## config.mk

```make
export PLATFORM = sky130hd
export DESIGN_NAME = fetch_unit
export DESIGN_NICKNAME = d
export VERILOG_FILES = /design/src/rtl/fetch_pkg.sv /design/src/rtl/fetch_fifo.sv /design/src/rtl/fetch_unit.sv
export SDC_FILE = /design/constraint.sdc
export NUM_CORES = 1
export LEC_CHECK = 0
export CAP_MARGIN = 20
export CORE_MARGIN = 10
export CORE_UTILIZATION = 50
export CTS_CLUSTER_DIAMETER = 50
export DETAILED_ROUTE_END_ITERATION = 12
export GPL_TIMING_DRIVEN = 1
export PLACE_DENSITY_LB_ADDON = 0.1
export RECOVER_POWER = 100
export SYNTH_ARGS = -nofsm -noshare
export SYNTH_HDL_FRONTEND = slang
export SYNTH_HIERARCHICAL = 1
export SYNTH_SLANG_ARGS = --single-unit
```

## constraint.sdc

```tcl
create_clock -name clk -period 5.7 [get_ports clk]
set_clock_uncertainty 0.15 [all_clocks]
set_input_delay 1.14 -clock clk [delete_from_list [all_inputs] [get_ports clk]]
set_output_delay 1.14 -clock clk [all_outputs]
set_load 0.05 [all_outputs]
```

## src/rtl/fetch_pkg.sv

```systemverilog
// Shared types and redirect-target arithmetic for the instruction-fetch front end.
// Targets are computed at a wide internal width and truncated by the caller to AW.
package fetch_pkg;

  typedef enum logic [1:0] {IDLE, REQ, DROP} state_e;

  localparam int MAXW = 64;
  typedef logic [MAXW-1:0] wide_t;

  // base + (sext(off[offw-1:0]) << shift); the low AW bits wrap correctly.
  function automatic wide_t br_target(input wide_t base, input wide_t off,
                                      input int offw, input int shift);
    wide_t sext;
    sext = wide_t'($signed(off << (MAXW - offw)) >>> (MAXW - offw));
    return base + (sext << shift);
  endfunction

  // Upper bits of base kept above the index field, index placed above the zero shift bits.
  function automatic wide_t jmp_target(input wide_t base, input wide_t idx,
                                       input int jw, input int shift);
    wide_t mask;
    mask = (wide_t'(1) << (jw + shift)) - wide_t'(1);
    return (base & ~mask) | ((idx << shift) & mask);
  endfunction

endpackage

```

## src/rtl/fetch_fifo.sv

```systemverilog
// Prefetch FIFO holding {instruction, pc} entries; flush empties it in one edge.
// Pointers are log2(DEPTH) bits and wrap naturally, so DEPTH must be a power of 2.
module fetch_fifo #(
  parameter int DEPTH = 4,
  parameter int W     = 64
) (
  input  logic                       clk,
  input  logic                       rst,
  input  logic                       push,
  input  logic [W-1:0]               push_data,
  input  logic                       pop,
  input  logic                       flush,
  output logic                       valid,
  output logic [W-1:0]               head,
  output logic [$clog2(DEPTH+1)-1:0] count
);
  localparam int PW = $clog2(DEPTH);
  localparam int CW = $clog2(DEPTH+1);

  logic [W-1:0]  entries [DEPTH];
  logic [PW-1:0] wr_q, wr_d, rd_q, rd_d;
  logic [CW-1:0] count_q, count_d;

  always_comb begin
    // NOTE: every output of a combinational block gets a default first, so no path infers a latch.
    wr_d    = wr_q;
    rd_d    = rd_q;
    count_d = count_q;
    if (flush) begin
      wr_d    = '0;
      rd_d    = '0;
      count_d = '0;
    end else begin
      if (push) wr_d = wr_q + PW'(1);
      if (pop)  rd_d = rd_q + PW'(1);
      count_d = count_q + CW'(push) - CW'(pop);
    end
  end

  // NOTE: sequential state uses non-blocking assignments so every flop samples pre-edge values.
  always_ff @(posedge clk or negedge rst) begin
    if (!rst) begin
      wr_q    <= '0;
      rd_q    <= '0;
      count_q <= '0;
    end else begin
      wr_q    <= wr_d;
      rd_q    <= rd_d;
      count_q <= count_d;
    end
  end

  // NOTE: storage is deliberately not reset; an entry is only read after it has been written.
  always_ff @(posedge clk) begin
    if (push) entries[wr_q] <= push_data;
  end

  assign head  = entries[rd_q];
  assign valid = (count_q != '0);
  assign count = count_q;

endmodule

```

## src/rtl/fetch_unit.sv

```systemverilog
// Instruction-fetch front end: owns the fetch PC, runs a single-outstanding req/ack
// memory interface, buffers tagged instructions and applies branch/jump redirects.
module fetch_unit
  import fetch_pkg::*;
#(
  parameter int             AW       = 32,
  parameter int             DW       = 32,
  parameter int             DEPTH    = 4,
  parameter logic [AW-1:0]  RESET_PC = '0,
  parameter int             PC_INC   = 4,
  parameter int             BR_SHIFT = 2,
  parameter int             OFFW     = 16,
  parameter int             JW       = 26
) (
  input  logic                       clk,
  input  logic                       rst,
  output logic                       imem_req,
  output logic [AW-1:0]              imem_addr,
  input  logic                       imem_ack,
  input  logic [DW-1:0]              imem_rdata,
  output logic                       out_valid,
  input  logic                       out_ready,
  output logic [DW-1:0]              out_instr,
  output logic [AW-1:0]              out_pc,
  output logic [AW-1:0]              out_pc_inc,
  input  logic                       br_taken,
  input  logic                       jmp_en,
  input  logic [AW-1:0]              br_base,
  input  logic [OFFW-1:0]            br_off,
  input  logic [JW-1:0]              jmp_idx,
  output logic [$clog2(DEPTH+1)-1:0] fifo_count
);
  localparam int CW = $clog2(DEPTH+1);
  localparam int W  = DW + AW;

  state_e        state_q, state_d;
  logic [AW-1:0] fetch_pc_q, fetch_pc_d;
  logic [AW-1:0] addr_q, addr_d;
  logic          req_q, req_d;

  logic          redirect, xfer, push, pop, room;
  logic [AW-1:0] target;
  logic [W-1:0]  head;
  logic [CW-1:0] count;
  logic [CW:0]   count_after;

  assign redirect = jmp_en | br_taken;
  assign target   = jmp_en
                  ? AW'(jmp_target(wide_t'(br_base), wide_t'(jmp_idx), JW, BR_SHIFT))
                  : AW'(br_target(wide_t'(br_base), wide_t'(br_off), OFFW, BR_SHIFT));

  assign xfer = req_q & imem_ack;
  assign push = (state_q == REQ) & xfer & ~redirect;
  assign pop  = out_valid & out_ready;

  // A new request may only go out if its slot is free after this edge's push/pop.
  assign count_after = {1'b0, count} + (CW+1)'(push) - (CW+1)'(pop);
  assign room        = count_after < (CW+1)'(DEPTH);

  always_comb begin
    state_d    = state_q;
    fetch_pc_d = fetch_pc_q;
    addr_d     = addr_q;
    req_d      = req_q;
    unique case (state_q)
      IDLE: begin
        if (redirect) begin
          fetch_pc_d = target;
        end else if (room) begin
          state_d = REQ;
          req_d   = 1'b1;
          addr_d  = fetch_pc_q;
        end
      end
      REQ: begin
        if (xfer && !redirect) begin
          fetch_pc_d = fetch_pc_q + AW'(PC_INC);
          if (room) begin
            addr_d = fetch_pc_d;
          end else begin
            state_d = IDLE;
            req_d   = 1'b0;
          end
        end else if (xfer) begin
          fetch_pc_d = target;
          state_d    = IDLE;
          req_d      = 1'b0;
        end else if (redirect) begin
          // The bus request cannot be withdrawn; its data is dropped on arrival.
          fetch_pc_d = target;
          state_d    = DROP;
        end
      end
      DROP: begin
        if (redirect) fetch_pc_d = target;
        if (xfer) begin
          state_d = IDLE;
          req_d   = 1'b0;
        end
      end
      default: state_d = IDLE;
    endcase
  end

  always_ff @(posedge clk or negedge rst) begin
    if (!rst) begin
      state_q    <= IDLE;
      fetch_pc_q <= RESET_PC;
      addr_q     <= RESET_PC;
      req_q      <= 1'b0;
    end else begin
      state_q    <= state_d;
      fetch_pc_q <= fetch_pc_d;
      addr_q     <= addr_d;
      req_q      <= req_d;
    end
  end

  fetch_fifo #(.DEPTH(DEPTH), .W(W)) u_fifo (
    .clk       (clk),
    .rst       (rst),
    .push      (push),
    .push_data ({imem_rdata, addr_q}),
    .pop       (pop),
    .flush     (redirect),
    .valid     (out_valid),
    .head      (head),
    .count     (count)
  );

  assign imem_req   = req_q;
  assign imem_addr  = addr_q;
  assign out_instr  = head[W-1:AW];
  assign out_pc     = head[AW-1:0];
  assign out_pc_inc = out_pc + AW'(PC_INC);
  assign fifo_count = count;

endmodule

```

* Word-level counts from Yosys, hierarchy flattened *
Memory sizes are Yosys's and may differ from the RTL's.
Cells that the tools add are included.

word-level totals
  output and inout bits = 133
  memories = 1
  RAM bits = 256
  bits of input ports = 112
  register bits after elaboration = 74
  logic and storage cells = 78

operators by class
  reduce and logical (&&, ||, !) cells = 13
  bitwise operators = 7
  equality and inequality tests = 9
  magnitude comparators = 1
  mux-type cells = 31
  $add $sub $neg = 9

memories
  memory          words  bits a word  read ports  clocked after Yosys merged registers in  write ports  line              source
  u_fifo.entries  4      64           1           0                                        1            fetch_fifo.sv:20  logic [W-1:0] entries [DEPTH];

operators by type and width
  kind                                                                  number
  32-bit two-way mux                                                    8
  32-bit one-hot mux with 2 select lines                                2
  32-bit by 3-bit adder with 32-bit output, second input constant       2
  32-bit by 18-bit adder with 32-bit output                             1
  32-bit by 28-bit bitwise OR with 32-bit output                        1
  2-bit two-way mux                                                     11
  5-bit AND reduction                                                   2
  2-bit != test, second input constant                                  4
  2-bit nonzero test                                                    4
  1-bit two-way mux                                                     7
  2-bit one-hot mux with 3 select lines                                 1
  3-bit nonzero test                                                    2
  2-bit by 1-bit adder with 2-bit output, second input constant         2
  3-bit by 1-bit adder with 4-bit output                                1
  1-bit AND                                                             4
  4-bit by 3-bit < comparator with 1-bit output, second input constant  1
  4-bit by 3-bit != test with 1-bit output, second input constant       1
  4-bit AND reduction                                                   1
  4-bit by 1-bit subtractor with 4-bit output                           1
  3-bit by 1-bit adder with 3-bit output                                1
  3-bit two-way mux                                                     1
  3-bit != test, second input constant                                  1
  1-bit one-hot mux with 3 select lines                                 1
  3-bit by 1-bit subtractor with 3-bit output                           1
  other kinds (9)                                                       9

* Logic depth before layout (Yosys ltp) *
  depth in word-level cells = 9
  mapped depth = 14

* Modules after synthesis *
The synthesis kept the hierarchy.

by module, submodules not included
  module      cells each  area each (µm²)  times used
  fetch_fifo  372         9688.0           1
  fetch_unit  819         6427.4           1

* Worst setup path after synthesis *
Ideal clock, no wire load.

  kind = register to output
  from = reg u_fifo.rd_q[0]
  to = out out_pc_inc[31]
  arrival = 3285 ps
  required time = 4410 ps
  stages on the path, launching flop included = 12
  slack = 1125 ps
  buffers on the path = 3
  cells stage by stage = dfrtp_1 > buf_6 > buf_4 > mux4_2 > and3_1 > nand3_1 > nor2_1 > and3_1 > and3_1 > clkbuf_1 > nand4_1 > xnor2_1

on the way
  longest elaborated chain between the ends = 2

ends and longest elaborated chain
  element                                   line               source
  start: declaration                        fetch_fifo.sv:21   logic [PW-1:0] wr_q, wr_d, rd_q, rd_d;
  start signal: assignment                  fetch_fifo.sv:48   rd_q <= rd_d;
  memory 4 x 64 bit                         --
  named net out_pc[6]                       fetch_unit.sv:24   output logic [AW-1:0] out_pc,
  32-bit by 3-bit adder with 32-bit output  fetch_unit.sv:135  assign out_pc_inc = out_pc + AW'(PC_INC);
  end: declaration                          fetch_unit.sv:25   output logic [AW-1:0] out_pc_inc,

The timed path passes the listed nets, and every way through them passes these cells.

* Worst setup path after layout *
  from = reg u_fifo.rd_q[0]
  to = out out_pc_inc[29]

on the way
  longest elaborated chain between the ends = 2

ends and longest elaborated chain
  element                                   line
  memory 4 x 64 bit                         --
  32-bit by 3-bit adder with 32-bit output  fetch_unit.sv:135

Every way passes these cells.

==> flow_results.org <==
** Run status
- The flow ran to the end, but the final reports show violations.
- Failing checks :: max-capacitance violations, max-slew violations

** Critical path
- The endpoint identified for the worst register-to-register timing path is imem_addr[18]$_DFFE_PN0P_.
- Crit path launch type :: register
- Worst-case register-to-register setup slack :: 1740 ps
- Critical path class :: reg2out
- Worst reg2reg path depth :: 13
- Worst path arrival time :: 4100 ps
- Data required time at the worst endpoint :: 4410 ps
- The worst register-to-register path begins at u_fifo/count[1]$_DFF_PN0_.
- Of all nets on the critical path, the largest fanout is 19.
- The worst setup path is captured at an output pin.

** Die
- For this configuration, the core starts out at a cell density of 0.508.
- Number of primary I/O pins :: 245
- The floorplan has 65 rows.
- Die span in y :: 200 µm
- Die area :: 39800 µm²
- The floorplan step set the die width to 200 µm.
- Core area :: 31700 µm²

** Final layout
- Number of nets in the layout :: 1586
- Of the cells placed in the final design, the portion with a size suffix greater than 1 is 0.108.
- Relative area change from synthesis to final layout :: 24.7%

** Clock tree
- Counting along the longest clock path gives a buffer depth of 3.
- Sinks on the clock net :: 330
- In this run the clock root is driven by a clkbuf_16.
- Buffers inserted to repair hold after CTS numbered 0.
- Setup bufs post-CTS :: 0
- For the worst-skew pair, the clock arrives at the later sink with an insertion delay of 520 ps.
- Clock transition at the register clock pins on the worst setup and hold paths after CTS :: 60 ps
- In this run the number of H-tree levels came out at 2.
- Number of CTS-inserted buffers :: 39
- TritonCTS built the clock tree.
- Gates resized during post-CTS repair numbered 0.

** Pwr
- In this run the power density over the cells is 380 nW/µm².
- Switching component of the power :: 2560 µW
- Lkg Pwr :: 0.00705 µW
- Share of total power in the clock network :: 0.325
- Cell internal power was estimated by the tool at 5080 µW.
- Proportion of power drawn by flip-flops and latches :: 0.429
- Of the total power, combinational logic draws 0.246.
- IR analysis of the VDD net gives a maximum drop of 283 µV.
- Of the total power, the share spent switching nets is 0.335.

** STA
- Hold timing on the final database bottoms out at a slack of 350 ps.
- Worst relative slew slack :: -0.220
- Max Slew Vio Count :: 271
- Final cycle utilization of the critical path :: 0.946
- Achievable clock frequency :: 0.186 GHz
- The worst path in the final design needs a cycle of 5390 ps, including I/O delays and setup.
- RSZ-0062 raised after global routing :: no
- Slew @ Worst Pin :: 1830 ps
- Minimum setup slack in the final design :: 310 ps
- Total Neg Setup Slack :: 0 ps
- Count of final setup violators :: 0
- The number of endpoints with negative hold slack in the final report was 0.

** Placed design
- Placement-stage worst setup slack :: 845 ps
- Detailed placement ended at an HPWL of 28.7 mm.
- PortBufs :: 244
- At the end of routability-driven placement, the weighted congestion stood at 0.867.

** Detailed routing
- Antenna viol nets, final :: 0
- Across all layers, the routed design uses 10.8k vias.
- Summed over all layers, the routed wires come to 40.3 mm.
- Dividing the detail-routed via count by the number of cells gives 5.77.
- Drt drc :: 0
- After detailed routing, the average wire length per cell comes to 21.7 µm.
- DRT iter0 DRCs :: 721
- Detailed-routing iteration count for the pre-antenna-repair pass :: 5

** Synthesis
- Of the total synthesized cell area, the portion taken by XOR and XNOR cells is 0.0541.
- In the synthesized netlist the dominant register cell turns out to be edfxtp_1.
- Of the total synthesized cell area, the portion taken by full adders, half adders and majority gates is 0.0374.
- By area, the combinational part of the netlist is dominated by multiplexers.
- Compound-Gate Fraction of Synth Area :: 0.0914
- The number of different library cells used by synthesis comes to 77.
- The synthesized netlist occupies a cell area of 16100 µm².
- The synthesized design contains 330 register bits.
- Dividing the synthesized area by the synthesized cell count gives 13.5 µm².
- After synthesis, the share of cell area in mux cells is 0.0978.
- Mapped Cells :: 1191
- Of the total synthesized cell area, the portion taken by AND, OR, NAND and NOR gates is 0.0977.
- For this run, the register share of the synthesized area comes to 0.592.
- Mapped Nets :: 1350
- Yosys warning total :: 6
- For this run, asynchronously set or reset flops after synthesis account for 0.224.
- In this run, synthesis inferred 256 flip-flops with an integrated enable.

** Global route
- Largest net degree at the start of global routing :: 75
- First-pass GRT wire length :: 62.7 mm
- Vias in the first global route :: 10.9k
- Initial antenna violation count :: 1
- Overall global routing resource usage :: 0.201
- Residual overflow from global routing :: 0

** Run
- Max-cap violations in this run came to 5.

** Worst hold path
- The worst hold path belongs to the class reg2reg.
- The worst hold path was traced through 2 stages.
- The worst hold path terminates at fetch_pc_q[0]$_DFFE_PN0P_.
- In this run the most critical hold path is launched from fetch_pc_q[0]$_DFFE_PN0P_.
==> registers in the layout (all words and copies together), names as in the netlist <==
| register | count |
|---|---|
| fetch_pc_q | 32 |
| imem_addr | 32 |
| imem_req | 1 |
| state_q | 2 |
| u_fifo/count | 3 |
| u_fifo/entries | 256 |
| u_fifo/rd_q | 2 |
| u_fifo/wr_q | 2 |
==> power by group through the flow <==
| stage | logic [µW] | clock network, µW | registers (µW) |
|---|---|---|---|
| finish | 1880 | 2480 | 3270 |
| detailed placement | 1950 | 0 | 3330 |
| global placement | 1940 | 0 | 3320 |
| global route | 2020 | 2640 | 3330 |
| floorplan | 920 | 0 | 3590 |
| CTS | 1960 | 2540 | 3280 |
==> cells in the mapped netlist, types with 17 or more instances <==
cell type  number  area (µm²)
a21oi_1        75         375
dfrtp_1        74        1850
xor2_1         38         333
nor2_1         93         349
edfxtp_1      256        7690
clkbuf_1       36         135
nand3_1        43         215
nand4_1        18         113
o21ai_0        39         195
mux4_2         64        1440
nor3_1         17        85.1
xnor2_1        59         517
nand2_1        72         270
and3_1         22         138
inv_1          35         131
ha_1           45         563
==> worst max-delay path, stage by stage, from the launching register on <==
cell           delay (ps)
dfrtp_4               610
buf_4                 420
mux4_2                620
and4_1                230
and3_1                240
and3_1                320
nand2_1               130
xnor2_1               110
dlygate4sd3_1         900
==> logic make-up after synthesis <==
group | after synthesis
AO/OA/AOI/OAI | 226
XOR/XNOR | 98
multiplexers | 77
AND/OR/NAND/NOR | 314
flip-flops | 330
buffers and inverters | 99
adder cells (fa/ha/maj) | 47
==> how the worst max path moves through the flow <==
stage	end	from
CTS	out_pc_inc[29]	u_fifo/rd_q[0]$_DFFE_PN0P_
global route	out_pc_inc[22]	u_fifo/rd_q[0]$_DFFE_PN0P_
finish	out_pc_inc[29]	u_fifo/rd_q[0]$_DFFE_PN0P_
global placement	out_pc_inc[28]	u_fifo/rd_q[0]$_DFFE_PN0P_
floorplan	out_pc_inc[31]	u_fifo/rd_q[0]$_DFFE_PN0P_
detailed placement	out_pc_inc[29]	u_fifo/rd_q[0]$_DFFE_PN0P_
==> per-layer routing <==
| layer | wire length [µm] | GRT usage | vias to the layer above |
|---|---|---|---|
| met5 | 0 | 0 | - |
| met4 | 688 | 0.0494 | 0 |
| li1 | - | - | 5061 |
| met2 | 18700 | 0.316 | 396 |
| met1 | 17500 | 0.280 | 5244 |
| met3 | 3370 | 0.0444 | 52 |
==> stage by stage <==
| step | instances | cell area, µm² | power [µW] | util |
|---|---|---|---|---|
| floorplan | 1191 | 16100 | 4520 | - |
| global placement | 1788 | 18800 | 5260 | 0.594 |
| detailed placement | 1788 | 18800 | 5290 | 0.594 |
| CTS | 1860 | 20200 | 7780 | 0.635 |
| global route | 1861 | 20100 | 7990 | 0.634 |
| finish | 1862 | 20100 | 7640 | 0.634 |
==> layout make-up <==
class                   count  area (µm²)
diodes                      2        5.00
clock buffers              45        1030
clock inverters            27         285
fillers                  2409       11600
inverters                  36         135
multi-input cells         762        6090
flip-flops and latches    330        9550
well taps                 402         503
repair buffers            258        2500
==> placed cells by master (no fill, tap or decap), drive strengths merged, types with 6 or more instances in the layout <==
cell,n
a21oi,75
nor2,93
xnor2,59
a222oi,7
a31oi,6
a211oi,8
dlygate4sd3,161
nor4,8
mux4,64
xor2,38
buf,10
a21o,12
edfxtp,256
mux2i,9
clkinv,13
clkbuf,54
o21a,6
inv,42
nor3,17
o211ai,6
dfrtp,74
ha,45
and2,9
o21ai,44
clkdlybuf4s50,78
nand2,72
nand3,43
o221ai,8
nand4,19
and3,22
nor2b,10
a22oi,11
Note: power is estimated with default switching activity, not from simulation.
